===== src/rtl/uart_tx_fifo.sv =====
// uart_tx_fifo: buffered 8N1 UART transmitter.
//   Bytes pushed through wr_en/wr_data are queued in a 2**DEPTH_W entry FIFO
//   and sent LSB-first on tx, one bit every DIV_RATE clocks.
// Ports:
//   clk       system clock, rising edge
//   reset     synchronous, active-low
//   wr_en     push request, wr_data is the byte pushed
//   full      FIFO holds 2**DEPTH_W entries
//   empty     FIFO holds 0 entries
//   count     FIFO occupancy
//   overflow  sticky: a push was dropped because the FIFO was full
//   tx_busy   transmitter is not idle
//   tx_end    one-cycle pulse on the last cycle of each stop bit
//   tx        serial line, idle high
module uart_tx_fifo #(
    parameter int DIV_RATE = 260,
    parameter int DEPTH_W  = 3
) (
    input  logic               clk,
    input  logic               reset,
    input  logic               wr_en,
    input  logic [7:0]         wr_data,
    output logic               full,
    output logic               empty,
    output logic [DEPTH_W:0]   count,
    output logic               overflow,
    output logic               tx_busy,
    output logic               tx_end,
    output logic               tx
);
    localparam int DEPTH = 1 << DEPTH_W;
    localparam int DIV_W = $clog2(DIV_RATE);
    localparam logic [DIV_W-1:0] DIV_LAST = DIV_W'(DIV_RATE - 1);

    typedef enum logic [1:0] {IDLE, START, DATA, STOP} state_t;

    state_t               state_q, state_d;
    logic [DIV_W-1:0]     div_q, div_d;
    logic [2:0]           bit_q, bit_d;
    logic [7:0]           shift_q, shift_d;
    logic                 tx_q, tx_d;
    logic                 tx_end_q, tx_end_d;
    logic                 busy_q, busy_d;
    logic [DEPTH_W-1:0]   wr_ptr_q, wr_ptr_d;
    logic [DEPTH_W-1:0]   rd_ptr_q, rd_ptr_d;
    logic [DEPTH_W:0]     count_q, count_d;
    logic                 full_q, full_d;
    logic                 empty_q, empty_d;
    logic                 ovf_q, ovf_d;
    logic [7:0]           mem_q [DEPTH];

    logic bit_end, pop, push;

    always_comb begin
        bit_end = (div_q == DIV_LAST);
        // The head byte leaves the FIFO only on entry to START.
        pop  = !empty_q && ((state_q == IDLE) || (state_q == STOP && bit_end));
        // A full FIFO still accepts a write in the same cycle as a pop.
        push = wr_en && (!full_q || pop);

        wr_ptr_d = wr_ptr_q + DEPTH_W'(push);
        rd_ptr_d = rd_ptr_q + DEPTH_W'(pop);
        count_d  = count_q + (DEPTH_W+1)'(push) - (DEPTH_W+1)'(pop);
        full_d   = (count_d == (DEPTH_W+1)'(DEPTH));
        empty_d  = (count_d == '0);
        ovf_d    = ovf_q | (wr_en && full_q && !pop);

        state_d = state_q;
        div_d   = bit_end ? '0 : div_q + DIV_W'(1);
        bit_d   = bit_q;
        shift_d = shift_q;
        tx_d    = tx_q;
        case (state_q)
            IDLE: begin
                div_d = '0;
                tx_d  = 1'b1;
                if (pop) begin
                    shift_d = mem_q[rd_ptr_q];
                    tx_d    = 1'b0;
                    state_d = START;
                end
            end
            START: begin
                if (bit_end) begin
                    tx_d    = shift_q[0];
                    bit_d   = '0;
                    state_d = DATA;
                end
            end
            DATA: begin
                if (bit_end) begin
                    if (bit_q == 3'd7) begin
                        tx_d    = 1'b1;
                        state_d = STOP;
                    end else begin
                        // Shift so the bit on the line is always shift_q[0].
                        shift_d = {1'b0, shift_q[7:1]};
                        tx_d    = shift_q[1];
                        bit_d   = bit_q + 3'd1;
                    end
                end
            end
            STOP: begin
                if (bit_end) begin
                    if (pop) begin
                        shift_d = mem_q[rd_ptr_q];
                        tx_d    = 1'b0;
                        state_d = START;
                    end else begin
                        state_d = IDLE;
                    end
                end
            end
            default: state_d = IDLE;
        endcase

        // Registered pulse: high while the stop bit sits in its last divider count.
        tx_end_d = (state_d == STOP) && (div_d == DIV_LAST);
        busy_d   = (state_d != IDLE);
    end

    always_ff @(posedge clk) begin
        if (!reset) begin
            state_q  <= IDLE;
            div_q    <= '0;
            bit_q    <= '0;
            shift_q  <= '0;
            tx_q     <= 1'b1;
            tx_end_q <= 1'b0;
            busy_q   <= 1'b0;
            wr_ptr_q <= '0;
            rd_ptr_q <= '0;
            count_q  <= '0;
            full_q   <= 1'b0;
            empty_q  <= 1'b1;
            ovf_q    <= 1'b0;
        end else begin
            state_q  <= state_d;
            div_q    <= div_d;
            bit_q    <= bit_d;
            shift_q  <= shift_d;
            tx_q     <= tx_d;
            tx_end_q <= tx_end_d;
            busy_q   <= busy_d;
            wr_ptr_q <= wr_ptr_d;
            rd_ptr_q <= rd_ptr_d;
            count_q  <= count_d;
            full_q   <= full_d;
            empty_q  <= empty_d;
            ovf_q    <= ovf_d;
        end
    end

    // Storage needs no reset: entries are only read after being written.
    always_ff @(posedge clk) begin
        if (reset && push) mem_q[wr_ptr_q] <= wr_data;
    end

    assign full     = full_q;
    assign empty    = empty_q;
    assign count    = count_q;
    assign overflow = ovf_q;
    assign tx_busy  = busy_q;
    assign tx_end   = tx_end_q;
    assign tx       = tx_q;
endmodule

===== config.mk =====
export PLATFORM = sky130hd
export DESIGN_NAME = uart_tx_fifo
export DESIGN_NICKNAME = d
export VERILOG_FILES = /design/src/rtl/uart_tx_fifo.sv
export SDC_FILE = /design/constraint.sdc
export NUM_CORES = 1
export LEC_CHECK = 0
export BUFFER_PORTS_ARGS = -buffer_cell sky130_fd_sc_hd__clkbuf_2
export CAP_MARGIN = 20
export CORE_UTILIZATION = 43
export CTS_BUF_LIST = sky130_fd_sc_hd__clkbuf_2 sky130_fd_sc_hd__clkbuf_4 sky130_fd_sc_hd__clkbuf_8
export DETAILED_ROUTE_END_ITERATION = 8
export PLACE_DENSITY_LB_ADDON = 0.2
export SYNTH_ARGS = -nofsm -noshare
export SYNTH_HDL_FRONTEND = slang
export SYNTH_SLANG_ARGS = --single-unit

===== constraint.sdc =====
create_clock -name clk -period 3.3 [get_ports clk]
set_input_delay 0.66 -clock clk [delete_from_list [all_inputs] [get_ports clk]]
set_output_delay 0.66 -clock clk [all_outputs]
set_load 0.02 [all_outputs]

==> results of run 1 <==
## cell type report
cell class / count / area, um^2 / area share, %
Tap cell: 133 / 166.4 / 3.431
Clock buffer: 10 / 131.4 / 2.709
Clock inverter: 6 / 76.32 / 1.574
Timing Repair Buffer: 32 / 190.2 / 3.922
Inverter: 8 / 30.03 / 0.6192
Multi-Input combinational cell: 217 / 1570 / 32.38
Sequential cell: 102 / 2685 / 55.37
## final timing paths
kind | end | slack [ns] | depth (start not counted)
max | full | 0.25 | 14
min | overflow | 0.47 | 1
max reg2reg | full | 0.25 | 14
min reg2reg | overflow | 0.47 | 1
## state kept, by name, summed over array words and instances (netlist names)
| name | flops |
|---|---|
| full | 1 |
| shift_q | 8 |
| tx_end | 1 |
| wr_ptr_q | 3 |
| state_q | 2 |
| tx_busy | 1 |
| div_q | 9 |
| count | 4 |
| tx | 1 |
| bit_q | 3 |
| rd_ptr_q | 3 |
| empty | 1 |
| mem_q | 64 |
| overflow | 1 |
## cell usage in the layout (no fill, tap or decap), drive strengths merged, types with 11 or more instances in the layout
master / instances
edfxtp: 64
dfxtp: 38
mux2i: 34
clkbuf: 30
nor2: 22
nand3: 18
nand2: 18
a22oi: 16
and2: 15
o21ai: 13
buf: 12
ha: 11
inv: 11
## through the flow
stage	total power [mW]	hold slack [ns]	util, %	area [um^2]
after floorplan	2.214	0.4446	-	4358
after global placement	2.403	0.4511	47.16	4631
after detailed placement	2.417	0.4572	47.16	4631
after CTS	3.222	0.4801	49.27	4838
after global routing	3.389	0.5028	49.39	4850
final	3.198	0.4739	49.39	4850
## power groups by stage
stage / clock network, mW / registers [mW] / logic [mW]
2_1_floorplan: 0 / 1.63 / 0.579
3_3_place_gp: 0 / 1.65 / 0.757
5_1_grt: 0.881 / 1.64 / 0.868
3_5_place_dp: 0 / 1.65 / 0.769
6_report: 0.806 / 1.62 / 0.773
4_1_cts: 0.833 / 1.62 / 0.770
## layer usage
metal  share of wire (%)  wire length (um)
met4                 1.2                98
met5                   0                 0
met3                 5.1               402
met2                  48              3808
met1                  46              3628
## cell families after synthesis
group	after synthesis	share of synthesized area, %
mux	34	7.809
fa+ha+maj	12	3.618
flops	102	61.56
compound gates	52	8.499
simple gates	104	13.04
buf+inv	23	2.469
xor+xnor	15	3.015
## what timing repair did
item                       4_1_cts  5_1_grt
setup endpoints to repair        0        2
gates resized for setup          0        2
buffers inserted                 0        1
## worst max-delay path: stages (launching register included)
cell and delay, ns:
dfxtp_1 0.38, ha_2 0.27, nor4b_4 0.25, a31oi_2 0.20, o21ai_2 0.22, and2_1 0.18, inv_1 0.05, ha_1 0.16
inv_1 0.09, ha_1 0.23, a21o_1 0.18, a21oi_1 0.19, xnor2_1 0.16, and2_1 0.16, nor4b_1 0.22
==> reports/qor.yml, run 1 <==
flow_run:
  maxCapViolCount: 0
final_layout:
  layout.cells.non_filler: 508
  nFillCells: 927
  syn2layout_area_growth_pct: 11.28
  n_antenna_cell: 0
  drive_gt1_share_pct: 15.73
  nets: 393
clocking:
  numCtsBuffers: 9
  postCtsHoldBufs: 0
  clockRootBuffer: "clkbuf_8"
  clockBufferDepth: 2
  cts.sinks: 102
  worstSkewPairLatency_ns: 0.38
  clk_pin_slew_ns: 0.09
  cts_tree: "built"
  htreeDepth: 3
placed_design:
  pre_cts_ws_ns: 0.1415
  port_buffers: 20
  gp_congestion: 0.8158
  dp_cells: 491
  dp_hpwl_um: 5158
routing:
  vias: 2602
  avgRoutedWirePerCell_um: 15.63
  viasPerCell: 5.122
  drtIter0Drc: 111
  firstDrtPassIters: 4
  ant_nets: 0
  drc: 0
  drt_wl_total_um: 7938
logic_synthesis:
  netlist_top_cells_count: "64 x edfxtp_1, 38 x dfxtp_1, 34 x mux2i_1"
  synth_cell_types: 46
  syn_area_um2: 4358
  async_reset_ff_share_pct: 0
  synth_seq_cells: 102
  synth_edf_count: 64
  avgSynthCellArea_um2: 12.74
  synth_area_leaders: "edfxtp_1 44%, dfxtp_1 17%, mux2i_1 7.8%"
  yosys.area.top_type: "edfxtp_1"
  ys_seq_area_share_pct: 61.56
  synth_flop_cell: "edfxtp_1"
  syn_inst: 342
  synth_nets: 365
  yosysMostFrequentCell: "edfxtp_1"
  synth_top_area_share_pct: 44.10
  ys_warn_count: 0
min_path:
  min_from: "overflow"
  hold_path_class: "reg -> reg"
setup_path:
  crit_path_max_fanout: 6
  crit_path_start_kind: "flip-flop"
  cp.arrival_ns: 3.33
  crit_required_ns: 3.58
  startpoint: "div_q[1]"
  r2r_start: "div_q[1]"
  cp-end-kind: "flip-flop"
  path_class: "reg -> reg"
sta:
  finClkSkew_ns: 0.009271
  slew_violations: 0
  slew_headroom_pct: 45.51
  min_period_ns: 3.050
  setup_violations: 0
  clock.fmax_mhz: 327.9
  hold_violations: 0
  fin_crit_sh_pct: 92.41
  tightest_slew_ns: 0.8156
  fin_tns_setup_ns: 0
  setup_slack_ns: 0.2503
floorplanning:
  dieArea_um2: 10540
  die_width_um: 102.7
  pin_count: 21
  start_util_pct: 44.38
  die_height_um: 102.7
  fp-row-count: 36
  core_um2: 9819
run_status:
  outcome: "completed"
power:
  powerDensity_nw_per_um2: 659.4
  vdd_drop_max_mv: 0.3578
  switching_share_pct: 31.21
  clock_power_share_pct: 25.2
  p_leak_nw: 1.705
  pwr-share-seq_pct: 50.6
  combPwrFrac_pct: 24.2
  p_int_mw: 2.200
  p_sw_uw: 998.2
global_route:
  antenna_found_initial: 0
  top_usage_layer: "met2"
  grt_first_pass_wirelength_um: 12610
  grt_pass1_vias: 2507
  use_met3_pct: 5.220
  grt_overflow_total: 0
  gr-usage-met1_pct: 20.60
  grt_max_degree: 34
  grt_use_total_pct: 16.68
  met2_usage_pct: 28.05
Note: power is estimated with default switching activity, not from simulation.
==> run 2: changes to the inputs <==
MAX_ROUTING_LAYER = met4   (was default)
clock period = 3.7 ns   (was 3.3 ns; I/O delays follow)
==> reports/qor.yml, run 2 (synthesis gave the netlist of run 1 again) <==
min_path:
  hold_path_class: "reg -> reg"
setup_path:
  crit_required_ns: 3.98
  crit_path_max_fanout: 6
  path_class: "reg -> reg"
  cp-end-kind: "flip-flop"
  crit_path_start_kind: "flip-flop"
  cp.arrival_ns: 3.53
sta:
  clock.fmax_mhz: 308.2
  fin_tns_setup_ns: 0
  slew_violations: 0
  tightest_slew_ns: 1.048
  hold_slack_ns: 0.4737
  finClkSkew_ns: 0.01122
  hold_violations: 0
  min_period_ns: 3.244
  slew_headroom_pct: 30.13
  setup_violations: 0
  fin_crit_sh_pct: 87.68
  rsz0062_at_grt: "false"
clocking:
  worstSkewPairLatency_ns: 0.37
  postCtsHoldBufs: 0
  clockBufferDepth: 2
  cts.sinks: 102
  cts_resized: 0
  cts_tree: "built"
  cts_setup_buffers: 0
  clockRootBuffer: "clkbuf_8"
  clk_pin_slew_ns: 0.09
  numCtsBuffers: 9
  htreeDepth: 3
final_layout:
  nets: 390
  final_common_cell: "edfxtp_1"
  n_antenna_cell: 0
  max_flop_register: "mem_q"
  fin_util_pct: 48.89
  syn2layout_area_growth_pct: 10.16
  largest_register_ffs: 64
  stdcell_area_um2: 4801
  layout_common_cells: "64 x edfxtp_1, 37 x dfxtp_1, 34 x mux2i_1, 22 x nor2_1, 20 x clkbuf_2"
  drive_gt1_share_pct: 14.52
  nFillCells: 933
  top_regs: "mem_q (64), div_q (9), shift_q (8)"
floorplanning:
  core_um2: 9819
  fp-row-count: 36
  dieArea_um2: 10540
  die_height_um: 102.7
  start_util_pct: 44.38
  die_width_um: 102.7
  pin_count: 21
global_route:
  grt_use_total_pct: 17.21
  grt_first_pass_wirelength_um: 12610
  antenna_found_initial: 0
  grt_max_degree: 35
  grt_overflow_total: 0
  grt_pass1_vias: 2508
placed_design:
  port_buffers: 20
  dp_hpwl_um: 5114
  gp_congestion: 0.8547
  place_area_um2: 4616
routing:
  avgRoutedWirePerCell_um: 15.52
  drtIter0Drc: 92
  drc: 0
  viasPerCell: 5.149
  vias: 2600
  ant_nets: 0
  drt_wl_total_um: 7836
  firstDrtPassIters: 4
power:
  powerDensity_nw_per_um2: 578.2
  vdd_drop_max_mv: 0.2886
  p_leak_nw: 1.680
flow_run:
  maxCapViolCount: 0
run_status:
  outcome: "completed"
-- run 2: cell types whose count changed in the layout (fill, tap and decap cells not counted), sizes merged --
| cell | before | now |
|---|---|---|
| bufinv | 1 | 0 |
| clkinvlp | 0 | 1 |
| clkinv | 2 | 1 |
| clkbuf | 30 | 29 |
| buf | 12 | 9 |
| inv | 11 | 13 |
-- run 2: stage by stage --
stage	power (mW)	worst slack (ns)	instances
2_1_floorplan	1.975	0.7690	342
3_3_place_gp	2.139	0.5719	489
3_5_place_dp	2.158	0.4646	489
4_1_cts	2.813	0.4388	505
5_1_grt	2.955	0.1307	505
6_report	2.776	0.4558	505
-- run 2: power breakdown --
part,leakage [nW],internal (mW),total (mW),switching (mW)
clock,0.0945,0.260,0.656,0.397
sequential,0.890,1.33,1.46,0.129
combinational,0.696,0.299,0.664,0.365
-- run 2: routing by layer --
| layer | part of all wire, % | track usage (%) | routed length [um] |
|---|---|---|---|
| met5 | 0 | - | 0 |
| met2 | 48 | 27.90 | 3723 |
| met1 | 47 | 20.57 | 3722 |
| met4 | 1.5 | 6.264 | 121 |
| met3 | 3.4 | 4.678 | 268 |
-- run 2: layout make-up --
| type | count | area, um^2 | area share, % |
|---|---|---|---|
| Clock buffer | 9 | 123.9 | 2.580 |
| Inverter | 8 | 30.03 | 0.6255 |
| Clock inverter | 7 | 61.31 | 1.277 |
| Tap cell | 133 | 166.4 | 3.466 |
| Multi-Input combinational cell | 217 | 1568 | 32.66 |
| Sequential cell | 102 | 2684 | 55.90 |
| Timing Repair Buffer | 29 | 167.7 | 3.492 |
-- run 2: path summary, 6_finish.rpt --
path | end | cells past startpoint | from | slack [ns]
setup / recovery | full | 12 | div_q[0] | 0.46
hold / removal | shift_q[1] | 2 | shift_q[2] | 0.47
setup reg to reg | full | 12 | div_q[0] | 0.46
hold reg to reg | shift_q[1] | 2 | shift_q[2] | 0.47
-- run 2: worst max-delay path, stage by stage, from the launching register on --
cell     delay [ns]
dfxtp_1        0.43
ha_1           0.32
nor4b_4        0.38
a31oi_2        0.23
o21ai_2        0.22
and2_1         0.18
inv_1          0.05
ha_1           0.26
inv_1          0.04
ha_1           0.20
fa_1           0.39
xor2_1         0.20
nor4b_1        0.26
